==> config.mk <==
export PLATFORM = sky130hd
export DESIGN_NAME = ram_port_arbiter
export DESIGN_NICKNAME = d
export VERILOG_FILES = /design/src/rtl/ram_arb_pkg.sv /design/src/rtl/rd_tag_pipe.sv /design/src/rtl/ram_port_arbiter.sv
export SDC_FILE = /design/constraint.sdc
export NUM_CORES = 1
export LEC_CHECK = 0
export CAP_MARGIN = 20
export CELL_PAD_IN_SITES_DETAIL_PLACEMENT = 1
export CELL_PAD_IN_SITES_GLOBAL_PLACEMENT = 1
export CORE_AREA = 3 3 107 109
export CTS_CLUSTER_DIAMETER = 150
export CTS_CLUSTER_SIZE = 40
export DETAILED_ROUTE_END_ITERATION = 8
export DIE_AREA = 0 0 110 112
export PLACE_DENSITY_LB_ADDON = 0.08
export SETUP_SLACK_MARGIN = 0.15
export SYNTH_ARGS = -nofsm -noshare
export SYNTH_HDL_FRONTEND = slang
export SYNTH_SLANG_ARGS = --single-unit
==> constraint.sdc <==
create_clock -name clk -period 1.8 [get_ports clk]
set_clock_uncertainty 0.15 [all_clocks]
set_input_delay 0.27 -clock clk [delete_from_list [all_inputs] [get_ports clk]]
set_output_delay 0.27 -clock clk [all_outputs]
set_load 0.02 [all_outputs]
==> src/rtl/ram_arb_pkg.sv <==
// Shared types and defaults for the two-requester memory port arbiter.
package ram_arb_pkg;

   localparam int unsigned A_W_DEF = 8;
   localparam int unsigned D_W_DEF = 32;

   typedef enum logic [1:0] {
      IDLE  = 2'd0,
      ISSUE = 2'd1,
      TURN  = 2'd2
   } arb_state_e;

   typedef logic req_id_t;

   typedef struct packed {
      logic    valid;
      req_id_t id;
   } rd_tag_t;

endpackage

==> src/rtl/rd_tag_pipe.sv <==
// Read-tag delay line: carries {valid, requester id} alongside the memory read latency.
module rd_tag_pipe
   import ram_arb_pkg::*;
#(
   parameter int unsigned DEPTH = 2
) (
   input  logic    clk,
   input  logic    rst_n,
   input  rd_tag_t tag_in,
   output rd_tag_t tag_out,
   output logic    any_valid
);

   rd_tag_t stage [DEPTH];

   // Shift tags one stage per cycle; reset discards everything in flight.
   always_ff @(posedge clk or negedge rst_n) begin
      if (!rst_n) begin
         for (int i = 0; i < int'(DEPTH); i++) stage[i] <= '0;
      end else begin
         stage[0] <= tag_in;
         for (int i = 1; i < int'(DEPTH); i++) stage[i] <= stage[i-1];
      end
   end

   // Tail tag and an any-read-outstanding flag.
   always_comb begin
      tag_out   = stage[DEPTH-1];
      any_valid = 1'b0;
      for (int i = 0; i < int'(DEPTH); i++) any_valid = any_valid | stage[i].valid;
   end

endmodule

==> src/rtl/ram_port_arbiter.sv <==
// Round-robin arbiter sharing one memory port between two requesters, with
// read->write turnaround bubble and id-tagged read return.
// Optional macro RAM_ARB_ECC_EN adds mem_error / rsp_error / err_cnt.
module ram_port_arbiter
   import ram_arb_pkg::*;
#(
   parameter int unsigned A_W      = A_W_DEF,
   parameter int unsigned D_W      = D_W_DEF,
   parameter int unsigned RD_LAT   = 2,
   parameter int unsigned TURN_CYC = 1
) (
   input  logic             clk,
   input  logic             rst_n,
   input  logic [1:0]       req_en,
   input  logic [1:0]       req_we,
   input  logic [2*A_W-1:0] req_addr,
   input  logic [2*D_W-1:0] req_din,
   output logic [1:0]       gnt,
   output logic             mem_en,
   output logic             mem_we,
   output logic [A_W-1:0]   mem_addr,
   output logic [D_W-1:0]   mem_din,
   input  logic [D_W-1:0]   mem_dout,
`ifdef RAM_ARB_ECC_EN
   input  logic             mem_error,
   output logic             rsp_error,
   output logic [15:0]      err_cnt,
`endif
   output logic [1:0]       rsp_valid,
   output logic [D_W-1:0]   rsp_data,
   output logic             busy
);

   localparam int unsigned TC_W = (TURN_CYC > 1) ? $clog2(TURN_CYC) : 1;

   arb_state_e      state;
   req_id_t         rr_ptr;
   req_id_t         issue_id;
   logic            last_rd;
   logic [TC_W-1:0] turn_cnt;

   logic            win_valid;
   req_id_t         win_id;
   logic            win_we;
   logic [A_W-1:0]  win_addr;
   logic [D_W-1:0]  win_din;
   logic            bubble;
   logic            grant;

   rd_tag_t         tag_in;
   rd_tag_t         tag_tail;
   logic            tag_any;

   // Pick the winner; a write right after a read is held back for the turnaround.
   always_comb begin
      win_valid = 1'b0;
      win_id    = 1'b0;
      if (state != TURN) begin
         win_valid = |req_en;
         win_id    = (req_en == 2'b11) ? rr_ptr : req_en[1];
      end
      win_we   = req_we[win_id];
      win_addr = win_id ? req_addr[2*A_W-1:A_W] : req_addr[A_W-1:0];
      win_din  = win_id ? req_din[2*D_W-1:D_W] : req_din[D_W-1:0];
      bubble   = win_valid & win_we & last_rd & (TURN_CYC != 0);
      grant    = win_valid & ~bubble;
      gnt      = {grant & win_id, grant & ~win_id};
   end

   // FSM, round-robin pointer and registered command issue.
   // The cycle that detects a read->write conflict is itself the first bubble
   // cycle; TURN only covers any further bubble cycles.
   always_ff @(posedge clk or negedge rst_n) begin
      if (!rst_n) begin
         state    <= IDLE;
         rr_ptr   <= 1'b0;
         last_rd  <= 1'b0;
         turn_cnt <= '0;
         issue_id <= 1'b0;
         mem_en   <= 1'b0;
         mem_we   <= 1'b0;
         mem_addr <= '0;
         mem_din  <= '0;
      end else begin
         mem_en <= grant;
         mem_we <= grant & win_we;
         if (grant) begin
            mem_addr <= win_addr;
            mem_din  <= win_din;
            issue_id <= win_id;
            rr_ptr   <= ~win_id;
            last_rd  <= ~win_we;
         end
         if (bubble) last_rd <= 1'b0;
         case (state)
            TURN: begin
               if (turn_cnt == '0) state <= ISSUE;
               else turn_cnt <= turn_cnt - TC_W'(1);
            end
            default: begin
               if (bubble && (TURN_CYC > 1)) begin
                  state    <= TURN;
                  turn_cnt <= TC_W'((TURN_CYC > 1) ? TURN_CYC - 2 : 0);
               end else if (|req_en) begin
                  state <= ISSUE;
               end else begin
                  state <= IDLE;
               end
            end
         endcase
      end
   end

   // Tag the command currently on mem_* so its data returns RD_LAT cycles later.
   always_comb begin
      tag_in.valid = mem_en & ~mem_we;
      tag_in.id    = issue_id;
   end

   rd_tag_pipe #(.DEPTH(RD_LAT)) u_tag_pipe (
      .clk       (clk),
      .rst_n     (rst_n),
      .tag_in    (tag_in),
      .tag_out   (tag_tail),
      .any_valid (tag_any)
   );

   // Route returning read data to the requester recorded in the tail tag.
   always_comb begin
      rsp_valid = {tag_tail.valid & tag_tail.id, tag_tail.valid & ~tag_tail.id};
      rsp_data  = tag_tail.valid ? mem_dout : '0;
      busy      = (state != IDLE) | tag_any | (mem_en & ~mem_we);
   end

`ifdef RAM_ARB_ECC_EN
   assign rsp_error = tag_tail.valid & mem_error;

   // Saturating count of reads that returned with an error flag.
   always_ff @(posedge clk or negedge rst_n) begin
      if (!rst_n) err_cnt <= '0;
      else if (rsp_error && (err_cnt != 16'hFFFF)) err_cnt <= err_cnt + 16'd1;
   end
`endif

endmodule

* Word level (Yosys, flattened, before mapping)
Cells that the tools add are included.
** Word-level totals
- Register bits :: 52
- Bits of input ports :: 118
- Output and inout port bits :: 79
- Word-level logic and storage cells :: 53
** Operators by class
- Add/sub/neg operators :: 1
- $lt $le $gt $ge :: 1
- Equal/unequal tests :: 4
- Mux-type cells :: 14
- Bitwise logic cells :: 17
- Reductions and logical operators :: 3
** Operators by type and width (count)
- $mux 32 :: 2
- $and 1x1->1 :: 9
- $mux 1 :: 9
- $mux 8 :: 1
- $not 1->1 :: 5
- $eq 2x2->1 const B :: 2
- $mux 2 :: 2
- $ne 2x2->1 const B :: 2
- $reduce_bool 2->1 :: 2
- $or 1x1->1 :: 3
- $lt 1x2->1 const B :: 1
- $reduce_or 2->1 :: 1
- $sub 1x1->1 const B :: 1

* Logic depth before layout (Yosys ltp)
Gate-level depths: netlist of run 1.
- Depth in word-level cells :: 11
- Gate-level depth with buffers :: 5
- Depth with buffers taken out :: 4

* By module
A second synthesis of run 1 with hierarchy kept.
** Second synthesis, totals
- Cell total of the unflattened synthesis :: 199
- Area total of the unflattened synthesis :: 2650.0 µm²
** By module, submodules not included
- ram_port_arbiter :: instances 1, cells an instance 192, area an instance 2528.7 µm², sequential area each 1151.1 µm²
- rd_tag_pipe :: instances 1, cells an instance 7, area an instance 121.4 µm², sequential area each 100.1 µm²

* Worst setup path after synthesis of run 1
Ideal clock, no wire load.
- Kind :: register -> output
- From :: register rr_ptr
- To :: output port gnt[0]
- Arrival :: 1.332 ns
- Data required time :: 1.380 ns
- Setup slack :: 0.048 ns
- Stages on the path, launching flop included :: 6
- Path buffers :: 1
- Cells stage by stage :: dfrtp_1 > nand2b_2 > nor2_1 > nor3_4 > buf_6 > and2_1
** On the way
- Longest elaborated chain between the ends :: 9
- Elaborated cells between the ends (all ways) :: 10
- Classes of those cells :: 4 x mux; 6 x bitwise
** RTL lines
- start, declared :: RTL line ram_port_arbiter.sv:37 : req_id_t rr_ptr;
- start signal, assigned :: RTL line ram_port_arbiter.sv:91 : rr_ptr <= ~win_id;
- $mux 1 :: RTL line ram_port_arbiter.sv:60 : win_id = (req_en == 2'b11) ? rr_ptr : req_en[1];
- $mux 1 :: RTL line ram_port_arbiter.sv:58 : if (state != TURN) begin
- $mux 1 (implied by the code) (2 in a row) :: RTL line ram_port_arbiter.sv:62 : win_we = req_we[win_id];
- $and 1x1->1 (2 in a row) :: RTL line ram_port_arbiter.sv:65 : bubble = win_valid & win_we & last_rd & (TURN_CYC != 0);
- $not 1->1 :: RTL line ram_port_arbiter.sv:66 : grant = win_valid & ~bubble;
- $and 1x1->1 :: RTL line ram_port_arbiter.sv:66
- named net grant :: RTL line ram_port_arbiter.sv:48 : logic grant;
- $and 1x1->1 :: RTL line ram_port_arbiter.sv:67 : gnt = {grant & win_id, grant & ~win_id};
- end, declared :: RTL line ram_port_arbiter.sv:18 : output logic [1:0] gnt,
The timed path passes the listed nets, and every way through them passes these cells. The select of a mux whose other input is x is not followed.

* Worst setup path in the final report of run 1
- From :: register rr_ptr
- To :: register mem_din[27]
** On the way
- Longest elaborated chain between the ends :: 8
- Elaborated cells between the ends (all ways) :: 9
- Classes of those cells :: 5 x mux; 4 x bitwise
** RTL lines
- $mux 1 (*) :: RTL line ram_port_arbiter.sv:60
- $mux 1 (*) :: RTL line ram_port_arbiter.sv:58
- $mux 1 (implied by the code) (2 in a row) :: RTL line ram_port_arbiter.sv:62
- $and 1x1->1 (2 in a row) :: RTL line ram_port_arbiter.sv:65
- $not 1->1 :: RTL line ram_port_arbiter.sv:66
- $and 1x1->1 :: RTL line ram_port_arbiter.sv:66
- end signal, assigned :: RTL line ram_port_arbiter.sv:89 : mem_din <= win_din;
- end, declared :: RTL line ram_port_arbiter.sv:22 : output logic [D_W-1:0] mem_din,
Mark *: on every way between the ends. The rest lies on a longest branch, timed or not. The select of a mux whose other input is x is not followed.
A chain may end at the register's enable or synchronous reset.

==> results of run 1 <==
report_power, final:
part / switching (W) / internal, W / total, W / leakage [nW]
Combinational: 0.00105 / 0.00154 / 0.00258 / 2.13
Sequential: 0.000130 / 0.00136 / 0.00149 / 0.584
Clock: 0.000397 / 0.000458 / 0.000855 / 0.0618
cell families after synthesis:
| kind of cell | count (synthesis) | share of synthesized area, % |
|---|---|---|
| flops | 50 | 47.6 |
| mux | 82 | 35.9 |
| buf+inv | 13 | 4.14 |
| simple gates | 46 | 11.1 |
| compound gates | 5 | 1.24 |
how the worst min path moves through the flow:
| stage | end | cells after the start |
|---|---|---|
| after detailed placement | mem_din[6]$_DFFE_PN0P_ | 1 |
| after CTS | u_tag_pipe.tag_out[0]$_DFF_PN0_ | 0 |
| final | u_tag_pipe.tag_out[0]$_DFF_PN0_ | 0 |
| after global placement | mem_din[9]$_DFFE_PN0P_ | 1 |
| after global routing | u_tag_pipe.tag_out[0]$_DFF_PN0_ | 0 |
| after floorplan | issue_id$_DFFE_PN0P_ | 0 |
synth_stat cells:
master,number
mux2_2,72
dfrtp_1,50
and2_1,34
buf_6,8
mux2_4,6
a21oi_1,3
clkbuf_1,3
mux2_1,3
nand2_1,3
inv_1,2
nor2_1,2
nor2b_1,2
mux2i_1,1
nand2_4,1
nand2b_2,1
nor3_1,1
nor3_4,1
o21ba_2,1
o21bai_1,1
or4_1,1
metrics by stage:
stage / setup WS, ps / power, W / area [sq um] / util, % / hold WS, ps
global placement: -489 / 0.00350 / 4830 / 45.1 / 151
floorplan: 102 / 0.00248 / 2680 / - / -176
CTS: -44.7 / 0.00468 / 5480 / 51.3 / 208
detailed placement: -513 / 0.00352 / 4830 / 45.1 / 152
finish: -44.8 / 0.00492 / 5940 / 55.5 / 207
global route: -142 / 0.00518 / 5940 / 55.5 / 215
layer usage:
layer / part of all wire, % / vias to the layer above / routed length (microns)
met5: 0 / - / 0
met4: 0.46 / 0 / 51
met3: 9.0 / 5 / 1000
met2: 50 / 112 / 5580
met1: 41 / 1180 / 4530
li1: - / 1155 / -
cell type report:
type / instances / area, sq um / area share [%]
multi-input combinational: 133 / 1610 / 27.1
tap: 140 / 175 / 2.95
inverter: 2 / 7.51 / 0.126
clock buffer: 6 / 82.6 / 1.39
sequential: 50 / 1250 / 21.1
timing repair buffer: 243 / 2780 / 46.8
clock inverter: 2 / 38.8 / 0.653
flip-flops by register name (all words and copies together) (netlist names):
| name | count |
|---|---|
| mem_din | 32 |
| mem_addr | 8 |
| u_tag_pipe.stage | 2 |
| u_tag_pipe.tag_out | 2 |
| issue_id | 1 |
| last_rd | 1 |
| mem_en | 1 |
| mem_we | 1 |
| rr_ptr | 1 |
| state | 1 |
placed cells by master (no fill, tap or decap), types with 2 or more instances in the layout:
| master | Yosys | final |
|---|---|---|
| clkbuf_16 | 0 | 10 |
| mux2_2 | 72 | 24 |
| buf_12 | 0 | 7 |
| clkdlybuf4s50_1 | 0 | 114 |
| mux2_4 | 6 | 57 |
| dfrtp_1 | 50 | 50 |
| and2_4 | 0 | 34 |
| dlygate4sd2_1 | 0 | 43 |
| buf_4 | 0 | 14 |
| buf_8 | 0 | 2 |
| buf_16 | 0 | 9 |
| buf_6 | 8 | 42 |
| nor2b_4 | 0 | 2 |
| clkbuf_8 | 0 | 6 |
| a21oi_2 | 0 | 2 |
| nand2_1 | 3 | 2 |
| inv_1 | 2 | 2 |
what timing repair did:
item                                   in CTS  in global routing
gates resized for setup                   345                 38
pin swaps                                  16                 16
hold buffers                                1                  0
setup endpoints to repair                 121                 79
gates cloned                                8                 11
setup buffers                               8                  6
endpoints found under the hold margin      21                  0
==> out/results.tsv, run 1 <==
stage	metric	value	unit
cells_and_area	fin cells	576	
synth	#FFs+latches synth	50	
detailed_routing	total wire length	11200	microns
setup_path	r2r setup slk	-40	ps
cells_and_area	share of cells above drive strength 1	50.5	%
cts	Skew-Pair Late Insertion Delay	310	ps
timing	Tmin final	1840	ps
floorplanning	# IOs	197	
cells_and_area	nets@finish	553	
run_status	outcome	finished with violations	
worst_hold_path	HP Start	u_tag_pipe.stage[2]$_DFF_PN0_	
detailed_routing	First DRT Iteration DRCs	65	
cells_and_area	ant diodes	0	
job	Max-Cap Viols	0	
floorplanning	initial core utilization	24.6	%
timing	Final Hold Viols	0	
synth	ranking of synthesized cells by area	dfrtp_1 (48%), mux2_2 (31%), and2_1 (8.1%)	
setup_path	beginning of the critical path	rr_ptr$_DFFE_PN0P_	
setup_path	sequence of cells on the critical path	nand2_1 > a21oi_2 > nor3_4 > buf_6 > buf_12 > buf_16 > mux2_2	
setup_path	CP arrival	1890	ps
global_route	largest net degree at the start of global routing	30	
timing	Achievable Freq	0.542	GHz
global_route	GR Util met1	19.4	%
cts	H-tree levels	2	
power_and_ir_drop	Power per Cell Area	829	nW/um^2
setup_path	crit path launch type	register	
detailed_routing	residual antenna-violating net count after detailed routing	0	
synth	Synth Net Count	314	
placed_design	Post-Place Cells	534	
floorplanning	Die H	112	microns
detailed_routing	Wirelength per Cell	19.4	microns
setup_path	FF-to-FF path depth	7	
timing	RSZ-0062 raised after global routing	true	
cts	total CTS buffers	5	
worst_hold_path	worst hold path type	register to register	
cts	CTS root buf	clkbuf_8	
synth	Mean Syn Cell Area	13.4	sq um
setup_path	reg-to-reg endpoint	mem_din[27]$_DFFE_PN0P_	
floorplanning	total core area	10700	sq um
synth	Yosys top cell by area	dfrtp_1	
timing	Slew Viols, Final	0	
timing	Worst Max-Slew Pin Slew	587	ps
global_route	met2 Resource Use GR	27.8	%
setup_path	critical path type	register to register	
global_route	total track usage	16.1	%
run_status	violated checks	negative setup slack	
setup_path	critical path data required time	1840	ps
synth	sequential share of the synthesized area	47.6	%
placed_design	PortBufs	196	
setup_path	critical path peak fanout	5	
cells_and_area	P&R area growth vs syn	126	%
setup_path	worst setup path endpoint	mem_din[27]$_DFFE_PN0P_	
cts	CTS max path bufs	2	
detailed_routing	first drt pass iteration count	4	
power_and_ir_drop	VDD IR max	366	uV
timing	# setup viols final	41	
timing	Rel. slew slack	60.8	%
setup_path	reg-to-reg startpoint	rr_ptr$_DFFE_PN0P_	
setup_path	CP top delay family	buffers and inverters	
detailed_routing	via count	2452	
global_route	Top Usage Layer GRT	met2	
global_route	first-pass GRT wire length	15100	microns
setup_path	WP depth	7	
setup_path	Crit. End Element	register	
floorplanning	die area	12300	sq um
power_and_ir_drop	leak pwr	2.78	nW
detailed_routing	Vias/cell	4.26	
synth	Netlist Area Pre-Place	2630	sq um
timing	fin crit share	102	%
synth	post-synth cell types	20	
setup_path	slowest CP cell	dfrtp_1	
floorplanning	num rows	38	
floorplanning	die span in x	110	microns
global_route	initial antenna violation count	0	
synth	Synth top area share	47.6	%
cells_and_area	filler cell count in the final layout	1113	
placed_design	post-detail-place hpwl	7040	microns
cts	Clock transition at path regs	110	ps
cts	TritonCTS clock tree	yes	
timing	Final WS setup	-44.8	ps
global_route	number of global-route vias before repair	2682	
global_route	grt ovf	0	
global_route	GRT met3 Usage	5.62	%
detailed_routing	Post-route DRC	0	
setup_path	WP buf/inv	3	
setup_path	Max stage delay on crit path	420	ps
timing	TNS Setup	-1050	ps
cts	clk sinks	50	
synth	Synthesis Warnings	0	
synth	Gate Count Post-Synth	196	
placed_design	Placer Congestion	0.713	
Note: power is estimated with default switching activity, not from simulation.
==> inputs of run 2 (changes only) <==
--- a/config.mk
+++ b/config.mk
@@ -8,11 +8,11 @@
 export CAP_MARGIN = 20
 export CELL_PAD_IN_SITES_DETAIL_PLACEMENT = 1
 export CELL_PAD_IN_SITES_GLOBAL_PLACEMENT = 1
-export CORE_AREA = 3 3 107 109
+export CORE_AREA = 2 2 106 108
 export CTS_CLUSTER_DIAMETER = 150
 export CTS_CLUSTER_SIZE = 40
 export DETAILED_ROUTE_END_ITERATION = 8
-export DIE_AREA = 0 0 110 112
+export DIE_AREA = 0 0 108 110
 export PLACE_DENSITY_LB_ADDON = 0.08
 export SETUP_SLACK_MARGIN = 0.15
 export SYNTH_ARGS = -nofsm -noshare
==> run 2 against run 1 <==
The flow still finishes with violations (negative setup slack). Wire length fell by 12%. Combinational power fell by 11%. Worst setup slack improved by 24 ps. Design area fell by 6.5%. Largest cell class unchanged. Largest power group unchanged.
==> out/results.tsv, run 2 (synthesis gave the netlist of run 1 again) <==
stage	metric	value	unit	change
run_status	outcome	finished with violations		
run_status	violated checks	negative setup slack		
cts	TritonCTS clock tree	yes		
global_route	initial antenna violation count	0		unchanged
setup_path	FF-to-FF path depth	6		-1
setup_path	crit path launch type	register		
power_and_ir_drop	Power per Cell Area	825	nW/um^2	-0.43%
power_and_ir_drop	VDD IR max	426	uV	+16%
floorplanning	initial core utilization	24.6	%	unchanged
timing	Slew Viols, Final	0		unchanged
global_route	first-pass GRT wire length	13900	microns	-7.7%
setup_path	critical path data required time	1380	ps	-460 ps
timing	Rel. slew slack	61.2	%	+0.39 points
floorplanning	total core area	10700	sq um	unchanged
worst_hold_path	HP Start	issue_id$_DFFE_PN0P_		
cts	Clock transition at path regs	90	ps	-20 ps
placed_design	PortBufs	196		unchanged
timing	RSZ-0062 raised after global routing	true		
cells_and_area	share of cells above drive strength 1	48.2	%	-2.2 points
cells_and_area	most frequent cells in the layout	clkdlybuf4s50_1 (113), dfrtp_1 (50), dlygate4sd2_1 (45), mux2_2 (42), buf_6 (39)		
setup_path	critical path type	register to primary output		
floorplanning	num rows	38		unchanged
timing	# setup viols final	2		-95%
setup_path	reg-to-reg startpoint	rr_ptr$_DFFE_PN0P_		
setup_path	WP buf/inv	1		-2
cts	CTS root buf	clkbuf_8		
worst_hold_path	worst hold path type	register to register		
detailed_routing	first drt pass iteration count	4		unchanged
cells_and_area	nets@finish	539		-2.5%
detailed_routing	residual antenna-violating net count after detailed routing	0		unchanged
placed_design	Setup WS pre-CTS	-530	ps	-16.3 ps
global_route	largest net degree at the start of global routing	30		unchanged
global_route	total track usage	15.2	%	-0.82 points
cts	H-tree levels	2		unchanged
detailed_routing	via count	2404		-2.0%
cells_and_area	fin cells	561		-2.6%
detailed_routing	Post-route DRC	0		unchanged
cts	clk sinks	50		unchanged
placed_design	post-detail-place hpwl	6790	microns	-3.5%
cells_and_area	Reg with most FFs	mem_din		
cells_and_area	ant diodes	0		unchanged
cells_and_area	final core utilization	51.9	%	-3.6 points
floorplanning	# IOs	197		unchanged
timing	fin crit share	101	%	-1.4 points
cts	CTS max path bufs	2		unchanged
cells_and_area	commonest non-fill, non-tap cell in the layout	clkdlybuf4s50_1		
worst_hold_path	Hold Crit Depth	0		unchanged
setup_path	Crit. End Element	primary output		
timing	Worst Max-Slew Pin Slew	581	ps	-5.88 ps
cells_and_area	biggest registers after layout	mem_din x32, mem_addr x8		
timing	Final Hold Viols	0		unchanged
detailed_routing	First DRT Iteration DRCs	51		-22%
detailed_routing	total wire length	9780	microns	-12%
floorplanning	die area	11900	sq um	-3.6%
job	Max-Cap Viols	0		unchanged
cells_and_area	max FFs per register	32		unchanged
timing	Achievable Freq	0.549	GHz	+1.3%
setup_path	CP top delay family	simple AND/OR/NAND/NOR gates		
setup_path	slowest CP cell	or4_4		
setup_path	beginning of the critical path	mem_en$_DFF_PN0_		
floorplanning	die span in x	108	microns	-1.8%
setup_path	CP arrival	1400	ps	-490 ps
detailed_routing	Vias/cell	4.29		+0.66%
placed_design	Post-Place Cells	536		+0.37%
floorplanning	Die H	110	microns	-1.8%
cts	Skew-Pair Late Insertion Delay	300	ps	about the same
setup_path	Max stage delay on crit path	410	ps	about the same
cts	total CTS buffers	5		unchanged
cells_and_area	P&R area growth vs syn	111	%	
timing	Tmin final	1820	ps	-24.3 ps
placed_design	Placer Congestion	0.705		-1.2%
setup_path	sequence of cells on the critical path	nor2b_4 > or4_4 > buf_6		
global_route	number of global-route vias before repair	2595		-3.2%
global_route	grt ovf	0		unchanged
timing	Final WS setup	-20.4	ps	+24.3 ps
setup_path	critical path peak fanout	2		-3
detailed_routing	Wirelength per Cell	17.4	microns	-10%
power_and_ir_drop	leak pwr	2.53	nW	-8.8%
setup_path	WP depth	3		-4
run 2: through the flow:
step | hold slack (ps) | TNS [ps] | power [W] | instance area [sq um]
3_3_place_gp | 151 | -20100 | 0.00350 | 4840
3_5_place_dp | 155 | -21720 | 0.00352 | 4840
4_1_cts | 236 | -130 | 0.00445 | 5260
2_1_floorplan | -176 | 0 | 0.00248 | 2680
5_1_grt | 252 | -1420 | 0.00484 | 5550
6_report | 236 | -27.5 | 0.00458 | 5550
run 2: power by group:
| group | switching (W) | internal [W] |
|---|---|---|
| clock | 0.000366 | 0.000445 |
| sequential | 0.000118 | 0.00136 |
| combinational | 0.000970 | 0.00133 |
run 2: final cells by class:
type	instances	area, sq um
clock inverters	1	30.0
inverters	2	7.51
repair buffers	229	2470
multi-input cells	133	1540
well taps	140	175
flip-flops and latches	50	1250
fillers	1099	5140
clock buffers	6	82.6
run 2: per-layer routing:
layer	up-vias	GRT usage (%)	routed length [microns]
met2	110	27.9	4830
met5	-	0	0
met4	0	2.75	62
met3	5	5.35	902
li1	1135	-	-
met1	1154	17.3	3980
run 2: repair_timing:
| action | CTS | global route |
|---|---|---|
| endpoints found under the setup margin | 121 | 77 |
| buffers inserted | 3 | 5 |
| pin swaps | 4 | 4 |
| endpoints found under the hold margin | 21 | 0 |
| cloned | 4 | 5 |
| hold buffers | 1 | 0 |
| resized for setup | 316 | 40 |
run 2: worst paths after layout:
check	end	slack, ps
setup reg to reg	mem_din[10]$_DFFE_PN0P_	0
hold / removal	u_tag_pipe.stage[2]$_DFF_PN0_	240
setup / recovery	busy	-20
min in group asynchronous	mem_addr[5]$_DFFE_PN0P_	370
max in group asynchronous	mem_din[24]$_DFFE_PN0P_	570
hold reg to reg	u_tag_pipe.stage[2]$_DFF_PN0_	240
==> inputs of run 3 (changes only) <==
--- a/config.mk
+++ b/config.mk
@@ -5,7 +5,6 @@
 export SDC_FILE = /design/constraint.sdc
 export NUM_CORES = 1
 export LEC_CHECK = 0
-export CAP_MARGIN = 20
 export CELL_PAD_IN_SITES_DETAIL_PLACEMENT = 1
 export CELL_PAD_IN_SITES_GLOBAL_PLACEMENT = 1
 export CORE_AREA = 2 2 106 108
@@ -13,8 +12,8 @@
 export CTS_CLUSTER_SIZE = 40
 export DETAILED_ROUTE_END_ITERATION = 8
 export DIE_AREA = 0 0 108 110
-export PLACE_DENSITY_LB_ADDON = 0.08
-export SETUP_SLACK_MARGIN = 0.15
+export PLACE_DENSITY = 0.83
+export SETUP_SLACK_MARGIN = 0.05
 export SYNTH_ARGS = -nofsm -noshare
 export SYNTH_HDL_FRONTEND = slang
 export SYNTH_SLANG_ARGS = --single-unit
==> run 3 against run 2 <==
The flow still finishes with violations (negative setup slack). Via count is 0.42% lower. Fmax fell by 2.3%. Sequential power is essentially flat. Wire length rose by 6.4%. First-iteration DRC count is 29% higher. Die area unchanged. Highest routed layer unchanged.
==> out/results.tsv, run 3 (synthesis gave the netlist of run 1 again) <==
stage	metric	value	unit	change
cts	Clock transition at path regs	90	ps	about the same
setup_path	critical path peak fanout	3		+1
power_and_ir_drop	Int Power	0.00295	W	-5.6%
global_route	first-pass GRT wire length	14000	microns	+0.40%
detailed_routing	Post-route DRC	0		unchanged
detailed_routing	total wire length	10400	microns	+6.4%
timing	final hold slack	223	ps	-13.5 ps
timing	Slew Viols, Final	0		unchanged
global_route	initial antenna violation count	0		unchanged
setup_path	Max stage delay on crit path	450	ps	+40 ps
global_route	largest net degree at the start of global routing	35		+17%
detailed_routing	via count	2394		-0.42%
timing	Rel. slew slack	65.9	%	+4.7 points
cells_and_area	P&R area growth vs syn	105	%	
global_route	number of global-route vias before repair	2670		+2.9%
detailed_routing	first drt pass iteration count	4		unchanged
cells_and_area	filler cell count in the final layout	1102		+0.27%
setup_path	critical path type	register to primary output		
cts	total CTS buffers	5		unchanged
setup_path	sequence of cells on the critical path	nand2_1 > a21oi_2 > nor3_4 > and2_4 > buf_6		
cts	clk sinks	50		unchanged
cts	H-tree levels	2		unchanged
power_and_ir_drop	Power per Cell Area	820	nW/um^2	-0.60%
power_and_ir_drop	leak pwr	2.60	nW	+2.8%
floorplanning	die area	11900	sq um	unchanged
cells_and_area	commonest non-fill, non-tap cell in the layout	clkdlybuf4s50_1		
floorplanning	# IOs	197		unchanged
cells_and_area	nets@finish	531		-1.5%
power_and_ir_drop	VDD IR max	399	uV	-6.4%
placed_design	Placer Congestion	0.731		+3.7%
setup_path	slowest CP cell	dfrtp_1		
setup_path	WP buf/inv	1		unchanged
setup_path	CP top delay family	simple AND/OR/NAND/NOR gates		
global_route	total track usage	15.4	%	+0.12 points
cells_and_area	Reg with most FFs	mem_din		
cts	CTS max path bufs	2		unchanged
timing	fin crit share	104	%	+2.4 points
detailed_routing	Wirelength per Cell	18.8	microns	+7.7%
timing	Tmin final	1860	ps	+43.0 ps
detailed_routing	residual antenna-violating net count after detailed routing	0		unchanged
job	Max-Cap Viols	0		unchanged
timing	TNS Setup	-1050	ps	-1030 ps
cts	CTS root buf	clkbuf_8		
placed_design	Setup WS pre-CTS	-536	ps	-5.85 ps
setup_path	Crit. End Element	primary output		
cells_and_area	ant diodes	0		unchanged
timing	RSZ-0062 raised after global routing	true		
timing	Achievable Freq	0.537	GHz	-2.3%
setup_path	critical path data required time	1380	ps	about the same
timing	# setup viols final	33		+31
global_route	grt ovf	0		unchanged
timing	Worst Max-Slew Pin Slew	512	ps	-69.9 ps
run_status	outcome	finished with violations		
cells_and_area	most frequent cells in the layout	clkdlybuf4s50_1 (134), dfrtp_1 (49), mux2_4 (48), mux2_2 (33), dlymetal6s2s_1 (22)		
power_and_ir_drop	clock share of power	14.6	%	-3.1 points
cells_and_area	final core utilization	50.5	%	-1.5 points
worst_hold_path	worst hold path type	register to register		
placed_design	post-detail-place hpwl	6720	microns	-1.0%
run_status	violated checks	negative setup slack		
power_and_ir_drop	Sequential Power Share	33.8	%	+1.6 points
floorplanning	Die H	110	microns	unchanged
setup_path	crit path launch type	register		
cts	Skew-Pair Late Insertion Delay	290	ps	about the same
cts	TritonCTS clock tree	yes		
floorplanning	initial core utilization	24.6	%	unchanged
power_and_ir_drop	Comb power frac	51.6	%	+1.5 points
placed_design	PortBufs	196		unchanged
detailed_routing	First DRT Iteration DRCs	66		+29%
cells_and_area	max FFs per register	32		unchanged
timing	Final WS setup	-63.4	ps	-43.0 ps
setup_path	CP arrival	1440	ps	+40 ps
power_and_ir_drop	sw frac	33.3	%	+1.6 points
power_and_ir_drop	switching power total	0.00147	W	+1.3%
floorplanning	die span in x	108	microns	unchanged
cells_and_area	biggest registers after layout	mem_din x32, mem_addr x8		
floorplanning	total core area	10700	sq um	unchanged
timing	Final Hold Viols	0		unchanged
cells_and_area	share of cells above drive strength 1	43.5	%	-4.7 points
floorplanning	num rows	38		unchanged
detailed_routing	Vias/cell	4.32		+0.84%
==> run 3: cell types whose count changed in the layout (fill, tap and decap cells not counted), moves of 16 or more <==
cell / change
and2_1: +18
dlymetal6s2s_1: +22
dlygate4sd2_1: -43
buf_2: +16
buf_6: -20
clkdlybuf4s50_1: +21
and2_4: -18
==> run 3: worst reg2reg max path, delay by kind of cell (launching register included) <==
kind / cells / cell delay (ps)
muxes: 1 / 330
buffers and inverters: 2 / 410
DFF: 1 / 450
and+or+nand+nor: 2 / 360
AOI/OAI and AO/OA: 1 / 60
==> run 3: worst paths after layout <==
check | startpoint | to | slack [ps] | cells past startpoint
worst max register to register | last_rd$_DFFE_PN0P_ | mem_din[21]$_DFFE_PN0P_ | -60 | 6
worst min register to register | u_tag_pipe.stage[2]$_DFF_PN0_ | u_tag_pipe.tag_out[0]$_DFF_PN0_ | 220 | 0
max in group asynchronous | rst_n | mem_din[18]$_DFFE_PN0P_ | 650 | 3
min in group asynchronous | rst_n | mem_addr[4]$_DFFE_PN0P_ | 310 | 2
worst min-delay path | u_tag_pipe.stage[2]$_DFF_PN0_ | u_tag_pipe.tag_out[0]$_DFF_PN0_ | 220 | 0
worst max-delay path | last_rd$_DFFE_PN0P_ | gnt[0] | -60 | 5
==> run 3: routing by layer <==
layer	GRT usage (%)	share of wire, %	vias to the layer above
li1	-	-	1115
met5	0	0	-
met2	28.5	52	103
met1	18.0	41	1170
met4	2.20	0.57	0
met3	4.41	6.3	6
==> run 3: through the flow <==
stage | cell area, sq um | total power (W) | std cells
final | 5400 | 0.00443 | 554
after global routing | 5400 | 0.00466 | 554
after CTS | 5160 | 0.00428 | 548
after detailed placement | 4800 | 0.00348 | 534
after global placement | 4800 | 0.00342 | 534
after floorplan | 2630 | 0.00244 | 196
==> run 3: timing repair <==
action,CTS,global route
setup endpoints to repair,79,98
hold buffers,1,0
pin swaps,2,5
endpoints found under the hold margin,22,0
buffers inserted,2,2
resized for setup,146,147
cloned,3,6
==> run 3: final cells by class <==
class / instances / area [sq um] / area share [%]
clock buffer: 5 / 68.8 / 1.27
clock inverter: 3 / 18.8 / 0.348
inverter: 2 / 7.51 / 0.139
multi-input combinational: 133 / 1530 / 28.3
sequential: 50 / 1250 / 23.2
tap: 140 / 175 / 3.25
timing repair buffer: 221 / 2350 / 43.5
==> run 3: power by group through the flow <==
stage	Sequential (W)	Combinational, W	Clock, W
floorplan	0.00175	0.000688	0
global placement	0.00149	0.00193	0
CTS	0.00149	0.00210	0.000693
detailed placement	0.00150	0.00198	0
finish	0.00149	0.00228	0.000648
global route	0.00153	0.00240	0.000727
